[config.mk]
export PLATFORM = sky130hd
export DESIGN_NAME = spi_ram_master_flat
export DESIGN_NICKNAME = d
export VERILOG_FILES = /design/src/rtl/spi_ram_master_if.sv /design/src/rtl/spi_ram_master.sv /design/src/flat_wrapper.sv
export SDC_FILE = /design/constraint.sdc
export NUM_CORES = 1
export LEC_CHECK = 0
export BUFFER_PORTS_ARGS = -buffer_cell sky130_fd_sc_hd__buf_2
export CORE_UTILIZATION = 57
export CTS_CLUSTER_SIZE = 20
export DETAILED_ROUTE_END_ITERATION = 16
export PLACE_DENSITY = 0.77
export SLEW_MARGIN = 20
export SYNTH_ARGS = -nofsm -noshare
export SYNTH_HDL_FRONTEND = slang
export SYNTH_SLANG_ARGS = --single-unit
[constraint.sdc]
create_clock -name clk -period 3.6 [get_ports clk]
set_input_delay 0.18 -clock clk [delete_from_list [all_inputs] [get_ports clk]]
set_output_delay 0.18 -clock clk [all_outputs]
set_load 0.1 [all_outputs]
[src/rtl/spi_ram_master_if.sv]
// Host-side request/response bundle for spi_ram_master.
//   req_valid/req_ready  one-shot request handshake (accepted on valid && ready)
//   req_wr               1 = write, 0 = read
//   req_addr/req_wdata   RAM address and write data
//   rsp_valid/rsp_rdata  completion pulse and read data
//   busy                 sequencer is working on an accepted request
// Modports: master = host issuing requests, slave = the sequencer.
interface spi_ram_master_if #(
  parameter int ADDR_W = 8,
  parameter int DATA_W = 8
) ();
  logic              req_valid;
  logic              req_ready;
  logic              req_wr;
  logic [ADDR_W-1:0] req_addr;
  logic [DATA_W-1:0] req_wdata;
  logic              rsp_valid;
  logic [DATA_W-1:0] rsp_rdata;
  logic              busy;

  modport master (
    output req_valid, req_wr, req_addr, req_wdata,
    input  req_ready, rsp_valid, rsp_rdata, busy
  );

  modport slave (
    input  req_valid, req_wr, req_addr, req_wdata,
    output req_ready, rsp_valid, rsp_rdata, busy
  );
endinterface

[src/rtl/spi_ram_master.sv]
// Host-side SPI master sequencer for an SPI slave fronting a single-port RAM.
// A write becomes an address frame then a data frame; a read becomes an address
// frame then a read-data frame. Address frames are skipped when the slave's
// matching address register is known to hold the requested address already.
// Ports:
//   clk, rst_n   shared system clock, asynchronous active-low reset
//   host         request/response bundle (spi_ram_master_if.slave)
//   SS_n, MOSI   slave select (active low) and serial data out, MSB first
//   MISO         serial data from the slave
module spi_ram_master #(
  parameter int ADDR_W     = 8,
  parameter int DATA_W     = 8,
  parameter int RD_SKEW    = 1,
  parameter int GAP_CYCLES = 1,
  parameter int ADDR_CACHE = 1
) (
  input  logic            clk,
  input  logic            rst_n,
  spi_ram_master_if.slave host,
  output logic            SS_n,
  output logic            MOSI,
  input  logic            MISO
);

  // Frame = duplicated cmd[1], cmd[0], payload.
  localparam int FRM_W = ADDR_W + 3;
  localparam int GAP_W = $clog2(GAP_CYCLES + 1);

  // Bit-counter values: counter equals k during frame cycle ck.
  localparam logic [4:0]       LAST_CMD_BIT = 5'(FRM_W);
  localparam logic [4:0]       RD_FIRST     = 5'(FRM_W + 1 + RD_SKEW);
  localparam logic [4:0]       RD_LAST      = 5'(FRM_W + DATA_W + RD_SKEW);
  localparam logic [GAP_W-1:0] GAP_LOAD     = GAP_W'(GAP_CYCLES - 1);

  localparam logic [1:0] CMD_WR_ADDR = 2'b00;
  localparam logic [1:0] CMD_WR_DATA = 2'b01;
  localparam logic [1:0] CMD_RD_ADDR = 2'b10;
  localparam logic [1:0] CMD_RD_DATA = 2'b11;

  typedef enum logic [2:0] {
    S_IDLE, S_ADDR_FRM, S_GAP, S_DATA_FRM, S_RDAT_FRM, S_DONE
  } state_t;

  state_t            state_reg;
  logic [4:0]        bit_cnt_reg;
  logic [GAP_W-1:0]  gap_cnt_reg;
  logic [FRM_W-1:0]  shift_reg;
  logic [DATA_W-1:0] rx_reg;
  logic              wr_reg;
  logic [ADDR_W-1:0] addr_reg;
  logic [DATA_W-1:0] wdata_reg;
  logic              data_next_reg;   // the running GAP precedes a data frame
  logic              wc_valid_reg, rc_valid_reg;
  logic [ADDR_W-1:0] wc_addr_reg, rc_addr_reg;
  logic              hit;

  function automatic logic [FRM_W-1:0] frame_word(input logic [1:0] cmd,
                                                  input logic [ADDR_W-1:0] payload);
    return {cmd[1], cmd[1], cmd[0], payload};
  endfunction

  // Cache hit for the request currently offered on the host bundle.
  always_comb begin
    hit = 1'b0;
    if (ADDR_CACHE != 0) begin
      if (host.req_wr) hit = wc_valid_reg && (wc_addr_reg == host.req_addr);
      else             hit = rc_valid_reg && (rc_addr_reg == host.req_addr);
    end
  end

  always_ff @(posedge clk or negedge rst_n) begin
    if (!rst_n) begin
      state_reg      <= S_IDLE;
      bit_cnt_reg    <= '0;
      gap_cnt_reg    <= '0;
      shift_reg      <= '0;
      rx_reg         <= '0;
      wr_reg         <= 1'b0;
      addr_reg       <= '0;
      wdata_reg      <= '0;
      data_next_reg  <= 1'b0;
      wc_valid_reg   <= 1'b0;
      rc_valid_reg   <= 1'b0;
      wc_addr_reg    <= '0;
      rc_addr_reg    <= '0;
      SS_n           <= 1'b1;
      MOSI           <= 1'b0;
      host.req_ready <= 1'b1;
      host.rsp_valid <= 1'b0;
      host.rsp_rdata <= '0;
      host.busy      <= 1'b0;
    end else begin
      host.rsp_valid <= 1'b0;
      case (state_reg)
        S_IDLE: begin
          if (host.req_valid && host.req_ready) begin
            wr_reg         <= host.req_wr;
            addr_reg       <= host.req_addr;
            wdata_reg      <= host.req_wdata;
            host.req_ready <= 1'b0;
            host.busy      <= 1'b1;
            // First frame starts immediately: this edge produces c0.
            SS_n           <= 1'b0;
            MOSI           <= 1'b0;
            bit_cnt_reg    <= '0;
            if (hit) begin
              state_reg <= host.req_wr ? S_DATA_FRM : S_RDAT_FRM;
              shift_reg <= host.req_wr ? frame_word(CMD_WR_DATA, host.req_wdata)
                                       : frame_word(CMD_RD_DATA, '0);
            end else begin
              state_reg <= S_ADDR_FRM;
              shift_reg <= frame_word(host.req_wr ? CMD_WR_ADDR : CMD_RD_ADDR,
                                      host.req_addr);
            end
          end
        end

        S_ADDR_FRM, S_DATA_FRM: begin
          bit_cnt_reg <= bit_cnt_reg + 5'd1;
          if (bit_cnt_reg == LAST_CMD_BIT) begin
            SS_n          <= 1'b1;
            MOSI          <= 1'b0;
            gap_cnt_reg   <= GAP_LOAD;
            state_reg     <= S_GAP;
            data_next_reg <= (state_reg == S_ADDR_FRM);
            // The slave's address register now holds addr_reg.
            if (state_reg == S_ADDR_FRM) begin
              if (wr_reg) begin
                wc_valid_reg <= 1'b1;
                wc_addr_reg  <= addr_reg;
              end else begin
                rc_valid_reg <= 1'b1;
                rc_addr_reg  <= addr_reg;
              end
            end
          end else begin
            MOSI      <= shift_reg[FRM_W-1];
            shift_reg <= shift_reg << 1;
          end
        end

        S_RDAT_FRM: begin
          bit_cnt_reg <= bit_cnt_reg + 5'd1;
          if (bit_cnt_reg < LAST_CMD_BIT) begin
            MOSI      <= shift_reg[FRM_W-1];
            shift_reg <= shift_reg << 1;
          end else begin
            MOSI <= 1'b0;
          end
          if (bit_cnt_reg >= RD_FIRST && bit_cnt_reg <= RD_LAST)
            rx_reg <= {rx_reg[DATA_W-2:0], MISO};
          if (bit_cnt_reg == RD_LAST) begin
            SS_n          <= 1'b1;
            gap_cnt_reg   <= GAP_LOAD;
            state_reg     <= S_GAP;
            data_next_reg <= 1'b0;
          end
        end

        S_GAP: begin
          if (gap_cnt_reg != '0) begin
            gap_cnt_reg <= gap_cnt_reg - 1'b1;
          end else if (data_next_reg) begin
            SS_n        <= 1'b0;
            MOSI        <= 1'b0;
            bit_cnt_reg <= '0;
            state_reg   <= wr_reg ? S_DATA_FRM : S_RDAT_FRM;
            shift_reg   <= wr_reg ? frame_word(CMD_WR_DATA, wdata_reg)
                                  : frame_word(CMD_RD_DATA, '0);
          end else begin
            state_reg      <= S_DONE;
            host.rsp_valid <= 1'b1;
            host.rsp_rdata <= wr_reg ? '0 : rx_reg;
            host.busy      <= 1'b0;
          end
        end

        S_DONE: begin
          // req_ready stays low here, so a request offered now waits for IDLE.
          state_reg      <= S_IDLE;
          host.req_ready <= 1'b1;
        end

        default: state_reg <= S_IDLE;
      endcase
    end
  end

endmodule
[src/flat_wrapper.sv]
// flat-port wrapper written by rule: the top's interface ports become plain ports
module spi_ram_master_flat 
#(
  parameter int ADDR_W     = 8,
  parameter int DATA_W     = 8,
  parameter int RD_SKEW    = 1,
  parameter int GAP_CYCLES = 1,
  parameter int ADDR_CACHE = 1
)
  (clk, rst_n, SS_n, MOSI, MISO, host_req_valid, host_req_wr, host_req_addr, host_req_wdata, host_req_ready, host_rsp_valid, host_rsp_rdata, host_busy);
  spi_ram_master_if #(.ADDR_W(ADDR_W), .DATA_W(DATA_W)) host_i ();
  input  logic clk;
  input  logic rst_n;
  output logic SS_n;
  output logic MOSI;
  input  logic MISO;
  input wire logic [$bits(host_i.req_valid)-1:0] host_req_valid;
  input wire logic [$bits(host_i.req_wr)-1:0] host_req_wr;
  input wire logic [$bits(host_i.req_addr)-1:0] host_req_addr;
  input wire logic [$bits(host_i.req_wdata)-1:0] host_req_wdata;
  output wire logic [$bits(host_i.req_ready)-1:0] host_req_ready;
  output wire logic [$bits(host_i.rsp_valid)-1:0] host_rsp_valid;
  output wire logic [$bits(host_i.rsp_rdata)-1:0] host_rsp_rdata;
  output wire logic [$bits(host_i.busy)-1:0] host_busy;
  assign host_i.req_valid = host_req_valid;
  assign host_i.req_wr = host_req_wr;
  assign host_i.req_addr = host_req_addr;
  assign host_i.req_wdata = host_req_wdata;
  assign host_req_ready = host_i.req_ready;
  assign host_rsp_valid = host_i.rsp_valid;
  assign host_rsp_rdata = host_i.rsp_rdata;
  assign host_busy = host_i.busy;
  spi_ram_master #(.ADDR_W(ADDR_W), .DATA_W(DATA_W), .RD_SKEW(RD_SKEW), .GAP_CYCLES(GAP_CYCLES), .ADDR_CACHE(ADDR_CACHE)) u_core (.clk(clk), .rst_n(rst_n), .host(host_i), .SS_n(SS_n), .MOSI(MOSI), .MISO(MISO));
endmodule
Yosys cells after proc, flatten, opt, wreduce, memory -nomap -nowiden
Cells that the tools add are included.

cells by class
  add/subtract/negate cells = 2
  magnitude comparators = 3
  eq/ne operators = 17
  muxes and demuxes = 48
  bitwise operators = 3
  reductions and logical operators = 27

operators by type and width
  cell                   count
  $mux W11               8
  $pmux W11 S4           1
  $mux W3                8
  $reduce_and A4 Y1      6
  $mux W1                18
  $eq A8 B8 Y1           2
  $mux W5                3
  $pmux W5 S3            1
  $pmux W3 S4            1
  $reduce_and A6 Y1      2
  $ne A2 B1 Y1 const B   5
  $reduce_and A3 Y1      3
  $mux W8                1
  $pmux W1 S4            2
  $eq A3 B2 Y1 const B   2
  $eq A3 B3 Y1 const B   2
  $ne A2 B2 Y1 const B   3
  $pmux W1 S2            3
  $reduce_and A2 Y1      3
  $reduce_bool A2 Y1     3
  $reduce_bool A3 Y1     2
  $add A5 B1 Y5 const B  1
  $eq A5 B4 Y1 const B   1
  $eq A5 B5 Y1 const B   1
  13 further kinds       18

word-level totals
  register bits = 77
  input port bits = 21
  output and inout bits = 13
  logic and storage cells = 119

Depth between registers and ports, before layout
  word-level depth = 6
  mapped depth = 8
  gate-level depth less buffers = 7

Least setup slack after synthesis
No wires, ideal clock.

  path type = reg-to-reg
  from = register u_core.host.req_ready
  to = register u_core.addr_reg[7]
  setup time = 0.125 ns
  data arrival time = 2.035 ns
  data required time = 3.475 ns
  path slack = 1.440 ns
  stages on the path, launching flop included = 5
  buffers on the path = 1
  period minus slack after synthesis = 2.160 ns
  cell sequence = dfstp_2 nand2_1 nor4_4 buf_4 mux2_2

between the ends
  cells in the longest elaborated chain, start to end = 2

ends and longest elaborated chain
  element                             line                     RTL
  from (decl)                         spi_ram_master_if.sv:28  output req_ready, rsp_valid, rsp_rdata, busy
  from (signal assigned)              spi_ram_master.sv:88     host.req_ready <= 1'b1;
  from (signal assigned)              spi_ram_master.sv:100    host.req_ready <= 1'b0;
  from (signal assigned)              spi_ram_master.sv:181    host.req_ready <= 1'b1;
  $logic_and A1 B1 Y1                 spi_ram_master.sv:96     if (host.req_valid && host.req_ready) begin
  $reduce_and A2 Y1 (no source line)  -
  to (signal assigned)                spi_ram_master.sv:98     addr_reg <= host.req_addr;
  to (decl)                           spi_ram_master.sv:50     logic [ADDR_W-1:0] addr_reg;

No other way between the ends.
A chain may end at the register's enable or synchronous reset.

Worst setup path in the final report
  from = register u_core.state_reg[1]
  to = register u_core.shift_reg[1]

between the ends
  cells in the longest elaborated chain, start to end = 4

ends and longest elaborated chain
  element                                                                     line                   RTL
  from (decl)                                                                 spi_ram_master.sv:44   state_t state_reg;
  from (signal assigned)                                                      spi_ram_master.sv:107  state_reg <= host.req_wr ? S_DATA_FRM : S_RDAT_FRM;
  from (signal assigned)                                                      spi_ram_master.sv:167  state_reg <= wr_reg ? S_DATA_FRM : S_RDAT_FRM;
  $eq A3 B2 Y1 / $eq A3 B1 Y1 (equally long branches)                         spi_ram_master.sv:94   case (state_reg)
  $reduce_or A2 Y1                                                            spi_ram_master.sv:94
  $ne A2 B2 Y1 (no source line) / $reduce_bool A4 Y1 (equally long branches)  -
  $reduce_and A6 Y1 (no source line)                                          -
  to (signal assigned)                                                        spi_ram_master.sv:108  shift_reg <= host.req_wr ? frame_word(CMD_WR_DATA, host.req_wdata)
  to (signal assigned)                                                        spi_ram_master.sv:112  shift_reg <= frame_word(host.req_wr ? CMD_WR_ADDR : CMD_RD_ADDR,
  to (signal assigned)                                                        spi_ram_master.sv:138  shift_reg <= shift_reg << 1;
  to (decl)                                                                   spi_ram_master.sv:47   logic [FRM_W-1:0] shift_reg;

Parallel ways exist; a longest one is shown, timed or not.

==> reports/results.ini <==
[run_status]
status = completed

[yosys]
synthTopCellsByArea = dfrtp_1 50%, mux2_2 13%, xor2_1 2.8%
yosysTopAreaCell = dfrtp_1
synth_seq_area_share_pct = 51.6
synth.most_common_cell = dfrtp_1
async_reset_ff_share_pct = 100
synth_top_area_share_pct = 50.2
synth-seq-cells = 76
syn-mean-instance-area_um2 = 11.5
syn_nets = 346
yosysUniqueCellTypes = 51
syn_inst = 322
synthFlopType = dfrtp_1
ys_warn_count = 0
synth_commonest_cells = 74 x dfrtp_1, 41 x mux2_2, 23 x nor2_1
synth-edff-count = 0
netlist_area_um2 = 3690

[die]
die_h_um = 82.5
start_util_pct = 60.5
ios = 34
rows = 28
core_um2 = 6100
die_x_um = 82.5
dieArea_um2 = 6800

[global_routing]
grtUsageMet2_pct = 36.4
grt-busiest-layer = met2
grt_usage_pct = 23.3
overflow = 0
grt_max_degree = 77
antenna_found_initial = 0
use_met3_pct = 4.73
grt_util_met1_pct = 31.2
grt_first_pass_wirelength_um = 11500
first_global_vias = 2339

[worst_setup_path]
cp-end-kind = flip-flop
critPathSlowestCell = xnor2_2
crit_type = flip-flop to flip-flop
cp_top_family = simple AND/OR/NAND/NOR gates
worstPathArrival_ns = 2.54
critical_path_buf_inv_count = 0
slowest_delay_ns = 0.63
worstSetupStartpointType = flip-flop
crit_required_ns = 3.88
critPathMaxFanout = 18
critPathLaunch = u_core.state_reg[1]
rr_startpoint = u_core.state_reg[1]
worstPathCellList = or2_4 -> xnor2_2 -> and3_1 -> a222oi_1 -> a31oi_1

[final_layout]
antennaDiodeCount = 0
fillers = 495
area_growth_pct = 10.8
drive_above_1_share_pct = 29.9
multiInputGateArea_um2 = 1670
largest_reg_flops = 11
nNetsFinal = 377
regArea_um2 = 1900

[cts]
cts_buffers = 9
clk_pin_slew_ns = 0.08
cts_sinks = 76
cts_tree = built
cts_max_path_buffers = 2
cts_resized = 0
htreeDepth = 3
clkLatencyLatePin_ns = 0.36
cts_root_buf = clkbuf_8

[timing]
hold_violations = 0
finalSetupViolations = 0
whs_ns = 0.0650
setup_tns_ns = 0
worst_slew_pin_slew_ns = 0.932
rsz0062_at_grt = false
finClkSkew_ns = 0.00935
slew_headroom_pct = 37.8
min_period_ns = 2.26
slew_viol_final = 0
max_freq_ghz = 0.442
finalCritPeriodShare_pct = 62.9

[hold_path]
worstHoldStart = host_req_wdata[4]
hp-class = input port to flip-flop

[power]
pwr-share-comb_pct = 38.6
p_switching_uw = 1460
p_int_uw = 2090
switching_share_pct = 41.0
cellPowerDensity_nw_per_um2 = 868
ir_worst_vdd_mv = 0.624
clkPwrFrac_pct = 19.1
seqPwrFrac_pct = 42.3
p_leak_uw = 0.00193

[routing]
viasPerCell = 5.84
wl_per_cell_um = 16.1
antenna_left = 0
first_pass_iters = 5
drc = 0
drt-initial-drc-count = 183
vias = 2529
totalWireLength_um = 6970

[placement]
numPortBuffers = 33
gp_congestion = 0.782
place_hpwl_um = 4620

[run]
maxCapViolCount = 0

## cell type report
class                   count  share of cell area [%]
repair buffers             35                    4.53
inverters                   7                   0.643
multi-input cells         224                    40.9
clock buffers               9                    3.03
clock inverters             7                    2.02
flip-flops and latches     76                    46.6
well taps                  75                    2.29
## per-layer routing
layer | vias to the layer above | wire (um)
li1 | 1226 | -
met1 | 1222 | 3180
met2 | 68 | 3310
met3 | 13 | 319
met4 | 0 | 161
met5 | - | 0
## worst reg2reg max path, stage by stage, from the launching register on
cell      delay [ns]
dfrtp_1         0.62
or2_4           0.38
xnor2_2         0.63
and3_1          0.29
a222oi_1        0.08
a31oi_1         0.19
## metrics by stage
stage	setup WS, ns	cells	total power [uW]	util (%)	area [um^2]
final	1.34	433	3550	67.1	4090
after global routing	1.18	433	3790	67.1	4090
after CTS	1.37	433	3570	67.1	4090
after detailed placement	1.43	416	2890	63.5	3870
after global placement	1.51	416	2820	63.5	3870
after floorplan	1.44	322	2640	-	3690
## layout by cell type, fill, tap and decap left out, types with 9 or more instances in the layout
| master | instances |
|---|---|
| dfrtp_1 | 74 |
| nand2b_1 | 10 |
| a21oi_1 | 12 |
| nand4_1 | 11 |
| xor2_1 | 12 |
| mux2_2 | 41 |
| o21ai_0 | 13 |
| nand2_1 | 22 |
| buf_2 | 32 |
| nor2_1 | 23 |
| clkbuf_8 | 9 |
| and3_1 | 12 |
## cells by family (layout without fill, tap and decap cells)
logic type,Yosys count,in the layout,synth area share [%]
AOI/OAI and AO/OA,57,57,11.0
xor gates and xnor gates,20,20,4.95
adders and majority gates,3,3,1.02
and+or+nand+nor,103,103,15.8
muxes,41,41,12.5
buffers and inverters,22,58,3.05
DFF,76,76,51.6
## timing repair
action                                 CTS  global route
hold buffers                             1             0
setup buffers                            0             0
endpoints found under the hold margin   17             0
## power groups by stage
stage / clock network (uW) / logic (uW) / registers (uW)
2_1_floorplan: 0 / 1070 / 1580
3_3_place_gp: 0 / 1330 / 1500
3_5_place_dp: 0 / 1370 / 1520
4_1_cts: 689 / 1380 / 1500
5_1_grt: 720 / 1510 / 1560
6_report: 678 / 1370 / 1500
## final timing paths
path                                             to  slack (ns)  cells past startpoint
setup / recovery                u_core.shift_reg[1]        1.34                      5
hold / removal                  u_core.wdata_reg[4]        0.06                      2
setup reg to reg                u_core.shift_reg[1]        1.34                      5
hold reg to reg                 u_core.wc_valid_reg        0.47                      1
max in group asynchronous  u_core.host.rsp_rdata[2]        2.50                      2
min in group asynchronous     u_core.bit_cnt_reg[2]        0.50                      2
(Power assumes the default switching activity.)
